<file path="config.mk">
export PLATFORM = sky130hd
export DESIGN_NAME = fetch_stage
export DESIGN_NICKNAME = d
export VERILOG_FILES = /design/src/rtl/asip_pkg.sv /design/src/rtl/branch_unit.sv /design/src/rtl/fetch_stage.sv
export SDC_FILE = /design/constraint.sdc
export NUM_CORES = 1
export LEC_CHECK = 0
export BUFFER_PORTS_ARGS = -buffer_cell sky130_fd_sc_hd__buf_2
export CAP_MARGIN = 20
export CORE_ASPECT_RATIO = 1.2
export CORE_MARGIN = 2
export CORE_UTILIZATION = 35
export CTS_CLUSTER_DIAMETER = 30
export DETAILED_ROUTE_END_ITERATION = 10
export PLACE_DENSITY = 0.7
export SKIP_LAST_GASP = 1
export SYNTH_ARGS = -nofsm -noshare
export SYNTH_HDL_FRONTEND = slang
export SYNTH_SLANG_ARGS = --single-unit
</file>
<file path="constraint.sdc">
create_clock -name clk -period 1.9 [get_ports clk]
set_clock_uncertainty 0.1 [all_clocks]
set_input_delay 0 -clock clk [delete_from_list [all_inputs] [get_ports clk]]
set_output_delay 0 -clock clk [all_outputs]
set_load 0.02 [all_outputs]
</file>
<file path="src/rtl/asip_pkg.sv">
// asip_pkg: shared constants and types for the ASIP front end.
// Contents: halt opcode, PcWriteEn one-hot masks, bubble word,
// and the fetch FSM state encoding (fetch_state_t).
package asip_pkg;

  localparam int unsigned OPCODE_W = 4;
  localparam int unsigned PCW_W    = 3;

  localparam logic [OPCODE_W-1:0] OP_HALT = 4'hE;

  localparam logic [PCW_W-1:0] PCW_JMP = 3'b100;
  localparam logic [PCW_W-1:0] PCW_JE  = 3'b010;
  localparam logic [PCW_W-1:0] PCW_JNE = 3'b001;

  localparam logic [15:0] BUBBLE_INSTR = 16'h0000;

  // Fixed state codes kept as plain constants for legacy tools.
  localparam logic [1:0] FS_BOOT = 2'd0;
  localparam logic [1:0] FS_RUN  = 2'd1;
  localparam logic [1:0] FS_HALT = 2'd2;

  typedef enum logic [1:0] {
    ST_BOOT = FS_BOOT,
    ST_RUN  = FS_RUN,
    ST_HALT = FS_HALT
  } fetch_state_t;

endpackage

</file>
<file path="src/rtl/branch_unit.sv">
// branch_unit: combinational branch resolution for jmp/je/jne.
// Ports:
//   pc_write_en  in  3  decoder PcWriteEn (jmp/je/jne one-hot masks)
//   zero_flag    in  1  Z flag
//   take_branch  out 1  branch is taken this cycle
module branch_unit
  import asip_pkg::*;
(
  input  logic [PCW_W-1:0] pc_write_en,
  input  logic             zero_flag,
  output logic             take_branch
);

  logic jmp_hit;
  logic je_hit;
  logic jne_hit;

  // All variants share one target, so any satisfied condition takes the branch.
  always_comb begin
    jmp_hit     = |(pc_write_en & PCW_JMP);
    je_hit      = (|(pc_write_en & PCW_JE)) && zero_flag;
    jne_hit     = (|(pc_write_en & PCW_JNE)) && !zero_flag;
    take_branch = jmp_hit || je_hit || jne_hit;
  end

endmodule

</file>
<file path="src/rtl/fetch_stage.sv">
// fetch_stage: instruction fetch for the vectorial ASIP. Owns the PC, reads
// the combinational ROM and fills the IF/ID register feeding the decoder.
// Ports:
//   clk, rst (sync, active-high), stall (freezes everything)
//   pc_write_en, branch_target, zero_flag : branch resolution inputs from ID
//   imem_addr / imem_rdata                : combinational ROM interface
//   instruction, instr_valid, instr_pc    : IF/ID register
//   halted                                : FSM is in HALT
// Optional macro FETCH_PERF_CNT_EN adds fetch_count / flush_count (16-bit,
// saturating).
module fetch_stage
  import asip_pkg::*;
#(
  parameter int unsigned PC_W    = 8,
  parameter int unsigned INSTR_W = 16
) (
  input  logic               clk,
  input  logic               rst,
  input  logic               stall,
  input  logic [2:0]         pc_write_en,
  input  logic [PC_W-1:0]    branch_target,
  input  logic               zero_flag,
  output logic [PC_W-1:0]    imem_addr,
  input  logic [INSTR_W-1:0] imem_rdata,
  output logic [INSTR_W-1:0] instruction,
  output logic               instr_valid,
  output logic [PC_W-1:0]    instr_pc,
  output logic               halted
`ifdef FETCH_PERF_CNT_EN
  ,
  output logic [15:0]        fetch_count,
  output logic [15:0]        flush_count
`endif
);

  fetch_state_t       state_q, state_d;
  logic [PC_W-1:0]    pc_q, pc_d;
  logic [INSTR_W-1:0] instr_q, instr_d;
  logic               valid_q, valid_d;
  logic [PC_W-1:0]    ipc_q, ipc_d;
  logic               halted_q, halted_d;
  logic               take_branch;
  logic               capture;
  logic               flush;

  branch_unit u_branch_unit (
    .pc_write_en (pc_write_en),
    .zero_flag   (zero_flag),
    .take_branch (take_branch)
  );

  // Next-state and IF/ID update; stall leaves every *_d at its *_q value.
  always_comb begin
    state_d = state_q;
    pc_d    = pc_q;
    instr_d = instr_q;
    valid_d = valid_q;
    ipc_d   = ipc_q;
    capture = 1'b0;
    flush   = 1'b0;
    if (!stall) begin
      case (state_q)
        ST_BOOT: state_d = ST_RUN;
        ST_RUN: begin
          if (take_branch) begin
            // Wrong-path word is dropped, even a halt opcode.
            pc_d    = branch_target;
            instr_d = INSTR_W'(BUBBLE_INSTR);
            valid_d = 1'b0;
            flush   = 1'b1;
          end else begin
            instr_d = imem_rdata;
            valid_d = 1'b1;
            ipc_d   = pc_q;
            pc_d    = pc_q + PC_W'(1);
            capture = 1'b1;
            if (imem_rdata[INSTR_W-1 -: OPCODE_W] == OP_HALT) state_d = ST_HALT;
          end
        end
        ST_HALT: valid_d = 1'b0;
        default: state_d = ST_BOOT;
      endcase
    end
    halted_d = (state_d == ST_HALT);
  end

  // State and IF/ID registers.
  always_ff @(posedge clk) begin
    if (rst) begin
      state_q  <= ST_BOOT;
      pc_q     <= '0;
      instr_q  <= '0;
      valid_q  <= 1'b0;
      ipc_q    <= '0;
      halted_q <= 1'b0;
    end else begin
      state_q  <= state_d;
      pc_q     <= pc_d;
      instr_q  <= instr_d;
      valid_q  <= valid_d;
      ipc_q    <= ipc_d;
      halted_q <= halted_d;
    end
  end

  assign imem_addr   = pc_q;
  assign instruction = instr_q;
  assign instr_valid = valid_q;
  assign instr_pc    = ipc_q;
  assign halted      = halted_q;

`ifdef FETCH_PERF_CNT_EN
  localparam int unsigned CNT_W = 16;

  logic [CNT_W-1:0] fetch_q;
  logic [CNT_W-1:0] flush_q;

  // Saturating event counters; capture/flush are already stall-gated.
  always_ff @(posedge clk) begin
    if (rst) begin
      fetch_q <= '0;
      flush_q <= '0;
    end else begin
      if (capture && (fetch_q != {CNT_W{1'b1}})) fetch_q <= fetch_q + CNT_W'(1);
      if (flush && (flush_q != {CNT_W{1'b1}}))   flush_q <= flush_q + CNT_W'(1);
    end
  end

  assign fetch_count = fetch_q;
  assign flush_count = flush_q;
`else
  logic unused_cnt;
  assign unused_cnt = capture ^ flush;
`endif

endmodule

</file>
After elaboration in Yosys (flattened, before gate mapping)
Index checks and enable logic that the tools add are counted.

Register bits after elaboration: 36. Bits of input ports: 31. Output and inout port bits: 34.

Add/subtract/negate cells: 1. Equal/unequal tests: 4. Muxes and demuxes: 8. Bitwise operators: 2. Reductions and logical operators: 10.

Operator list (count): $mux 16 (1); $add 8x1->8 const B (1); $mux 8 (1); $mux 2 (3); $pmux 2 s3 (1); $eq 2x2->1 const B (2); $eq 4x4->1 const B (1); $reduce_and 2->1 (2); $reduce_and 3->1 (1); $eq 2x1->1 const B (1); $logic_and 1x1->1 (2); $logic_not 2->1 (1); $logic_or 1x1->1 (2); $not 1->1 (2); $pmux 1 s2 (1); $reduce_bool 2->1 (1); $logic_not 1->1 (1); $mux 1 (1).

Logic depth before layout (Yosys ltp)
Depth after elaboration: 7. Gate-level depth with buffers: 8. Mapped depth without buffers: 6.

By module
A second synthesis with hierarchy kept.

Cells, all modules: 197. Area, all modules: 1684.1 um2.

Modules (own cells, without submodules): fetch_stage (instances 1, cells an instance 195, area an instance 1669.1 um2, sequential area each 720.7 um2); branch_unit (instances 1, cells an instance 2, area an instance 15.0 um2, sequential area each 0.0 um2).

Least setup slack after synthesis
Ideal clock, no wire load.

Kind: register -> register. Start: register state_q[1]. End: register pc_q[2], in the netlist imem_addr[2]. Arrival time: 1410 ps. Data required time: 1681 ps. Slack: 271 ps. Stages on the path, launching flop included: 9. Path buffers: 2. Clock period less this slack: 1629 ps. Path through: dfxtp_1 inv_1 ha_1 nor2b_1 clkbuf_1 clkbuf_1 o31ai_1 nand3b_1 o21ai_1.

Cells in the longest elaborated chain, start to end: 2.

RTL lines: from (decl) (RTL line fetch_stage.sv:36) `fetch_state_t state_q, state_d;`; from (signal assigned) (RTL line fetch_stage.sv:97) `state_q <= state_d;`; $eq 2x1->1 (RTL line fetch_stage.sv:62) `case (state_q)`; $reduce_and 2->1 (no line); to (signal assigned) (RTL line fetch_stage.sv:98) `pc_q <= pc_d;`; to (decl) (RTL line fetch_stage.sv:37) `logic [PC_W-1:0] pc_q, pc_d;`.

No other way between the ends. A chain may end at the register's enable or synchronous reset.

Worst setup path in the final report
Start: register state_q[1]. End: register pc_q[3], in the netlist imem_addr[3].

The elaborated chain is that of the path after synthesis.

==> out/metrics.csv <==
metric,value,unit
max cap viols,0,
Worst-Margin Slew,0.669,ns
Fillers,447,
"commonest non-fill, non-tap cells in the layout","buf_2 (64), dfxtp_1 (36), nand2_1 (30)",
pwr dens,673,mW/mm^2
achievable frequency,0.605,GHz
DRT iter0 DRCs,112,
#FFs+latches synth,36,
CP endpoint kind,flip-flop,
Critical Path AT,1.74,ns
antenna diode count,0,
I/O Pins,65,
Die Height,79.1,um
clk slew on worst S/H paths,0.07,ns
status,completed,
"Top FF cell, synth",dfxtp_1,
fin crit period,1.65,ns
crit path to,imem_addr[3],
largest net degree at the start of global routing,38,
CTS max path bufs,2,
Initial Utilization,36.1,%
Total GRT Usage,18.1,%
mean routed wirelength per cell,13.1,um
leak pwr,0.993,nW
layout cells sized above 1,28.6,%
Netlist cell types,38,
via/cell ratio,5.08,
clock sink count,36,
Die Wd,66.6,um
startpoint types,flip-flop,
post-route ant nets,0,
via count,1751,
"area leader, netlist",dfxtp_1,
# nets final,322,
"CP delay by family, top",flip-flops,
area fraction of the dominant cell type after synthesis,43.8,%
FF-to-FF path depth,6,
"Cell Area, Synth",0.00165,mm^2
DP HPWL,3040,um
post-CTS resize count,0,
row count,27,
Root Driver,clkbuf_8,
P&R area growth vs syn,42.3,%
CP cell instances,inv_1 -> ha_1 -> nand2b_1 -> buf_4 -> a21oi_1 -> o32ai_1,
kind of critical path,reg2reg,
Reg-to-Reg Start,state_q[1],
Reg2Reg Setup Slack,0.25,ns
DRT Pass-1 Iters,4,
Buffers on Ports,64,
"Max stage delay cell, worst path",dfxtp_1,
Critical Path Source,state_q[1],
pins over their slew limit,0,
routed wire length,4530,um
setup TNS,0,ns
# DRC,0,
maximum VDD drop,452,uV
largest cells by area after synthesis,"dfxtp_1 (44%), a21oi_1 (8.8%), nand2_1 (6.8%)",
grt ovf,0,
vias in the first global route,1623,
YS warnings,0,
H-tree depth,2,
Buf/Inv on CP,2,
CORE AREA,0.00456,mm^2
final setup fails,0,
"commonest non-fill, non-tap cell in the layout",buf_2,
first-pass GRT wire length,7340,um
capturing point of the worst reg2reg path,imem_addr[3],
initial antenna violation count,0,
sequential area share after synthesis,43.8,%
"critical path fanouts, max",18,
Layout Utilization,51.3,%
Crit. path cell count,6,
largest stage delay on the critical path,0.40,ns
Routability Congestion,0.790,
register area,721,um^2
DIE AREA,0.00527,mm^2
Slew headroom,55.4,%
final period utilization,87.0,%
RSZ-0062 raised after global routing,no,
CTS tree,built,
TritonCTS buffer count,5,
Fin. Hold Viols,0,
Post-synth EDFFs,0,
syn_area_per_cell,8.27,um^2
Multi-input gate area,828,um^2
critical path required time,1.99,ns
Synth Net Count,235,
post-synthesis async set-or-reset flop share,0,%
Post-Synthesis Cells,199,
clk_lat worst skew,0.29,ns
class of the worst hold path,in2reg,
==> stage by stage <==
stage / power (mW) / setup WS, ns / std cells / instance area [um^2] / hold slack [ns]
CTS: 1.59 / 0.240 / 345 / 2340 / 0.0315
global route: 1.64 / 0.112 / 345 / 2340 / 0.0724
global placement: 0.998 / 0.319 / 314 / 2020 / 0.162
finish: 1.58 / 0.248 / 345 / 2340 / 0.0356
detailed placement: 1.00 / 0.271 / 314 / 2020 / 0.166
floorplan: 0.925 / 0.271 / 199 / 1650 / 0.0519
==> worst min-delay path by stage <==
stage,from,end,slack (ns),cells past startpoint
floorplan,imem_rdata[0],instruction[0],0.05,2
global placement,imem_rdata[2],instruction[2],0.16,3
detailed placement,imem_rdata[3],instruction[3],0.17,3
CTS,stall,state_q[1],0.03,3
global route,stall,state_q[1],0.07,3
finish,stall,instr_valid,0.04,4
==> Yosys cell counts (2+ instances only) <==
cell	count
ha_1	5
buf_2	4
nor2b_1	3
o32ai_1	3
o21ai_1	10
o21ai_0	3
nand2b_1	2
dfxtp_1	36
clkbuf_1	8
nand2_1	30
nand3_1	16
mux2i_1	3
nor2_1	9
a21oi_1	29
nor3_1	3
nor4_1	3
inv_1	7
a2bb2oi_1	4
buf_6	2
==> routing by layer <==
layer,global-route usage [%],wire length (um)
met1,21.8,1980
met2,30.2,2240
met3,4.96,220
met5,0,0
met4,6.94,83
==> sequential cells by signal, indices dropped and copies added, names as in the netlist <==
name	flops
imem_addr	8
halted	1
instr_valid	1
instr_pc	8
instruction	16
state_q	2
==> final cells by class <==
cell class / instances / share of cell area, %
Clock buffer: 8 / 3.85
Inverter: 7 / 1.12
Multi-Input combinational cell: 142 / 35.4
Sequential cell: 36 / 30.8
Tap cell: 58 / 3.10
Timing Repair Buffer: 94 / 25.8
==> worst min-delay path, delay by kind of cell <==
| kind | cells | cell delay, ns |
|---|---|---|
| buf+inv | 1 | 0.14 |
| mux | 1 | 0.11 |
| simple gates | 2 | 0.14 |
==> kinds of logic after synthesis <==
| logic type | synth area share [%] |
|---|---|
| and+or+nand+nor | 22.6 |
| AOI/OAI and AO/OA | 21.1 |
| DFF | 43.8 |
| buffers and inverters | 6.01 |
| adders and majority gates | 3.80 |
| muxes | 2.74 |
==> report_power, final <==
part / internal (mW) / switching, mW / total, mW
Sequential: 0.770 / 0.0157 / 0.785
Clock: 0.295 / 0.261 / 0.557
Combinational: 0.109 / 0.125 / 0.234
Total: 1.17 / 0.402 / 1.58
==> what timing repair did <==
| item | in CTS | in global routing |
|---|---|---|
| setup buffers | 0 | 0 |
| hold buffers | 23 | 0 |
| endpoints found under the hold margin | 23 | 0 |
| endpoints found under the setup margin | 0 | 0 |
Power figures use the tool's default switching activity.
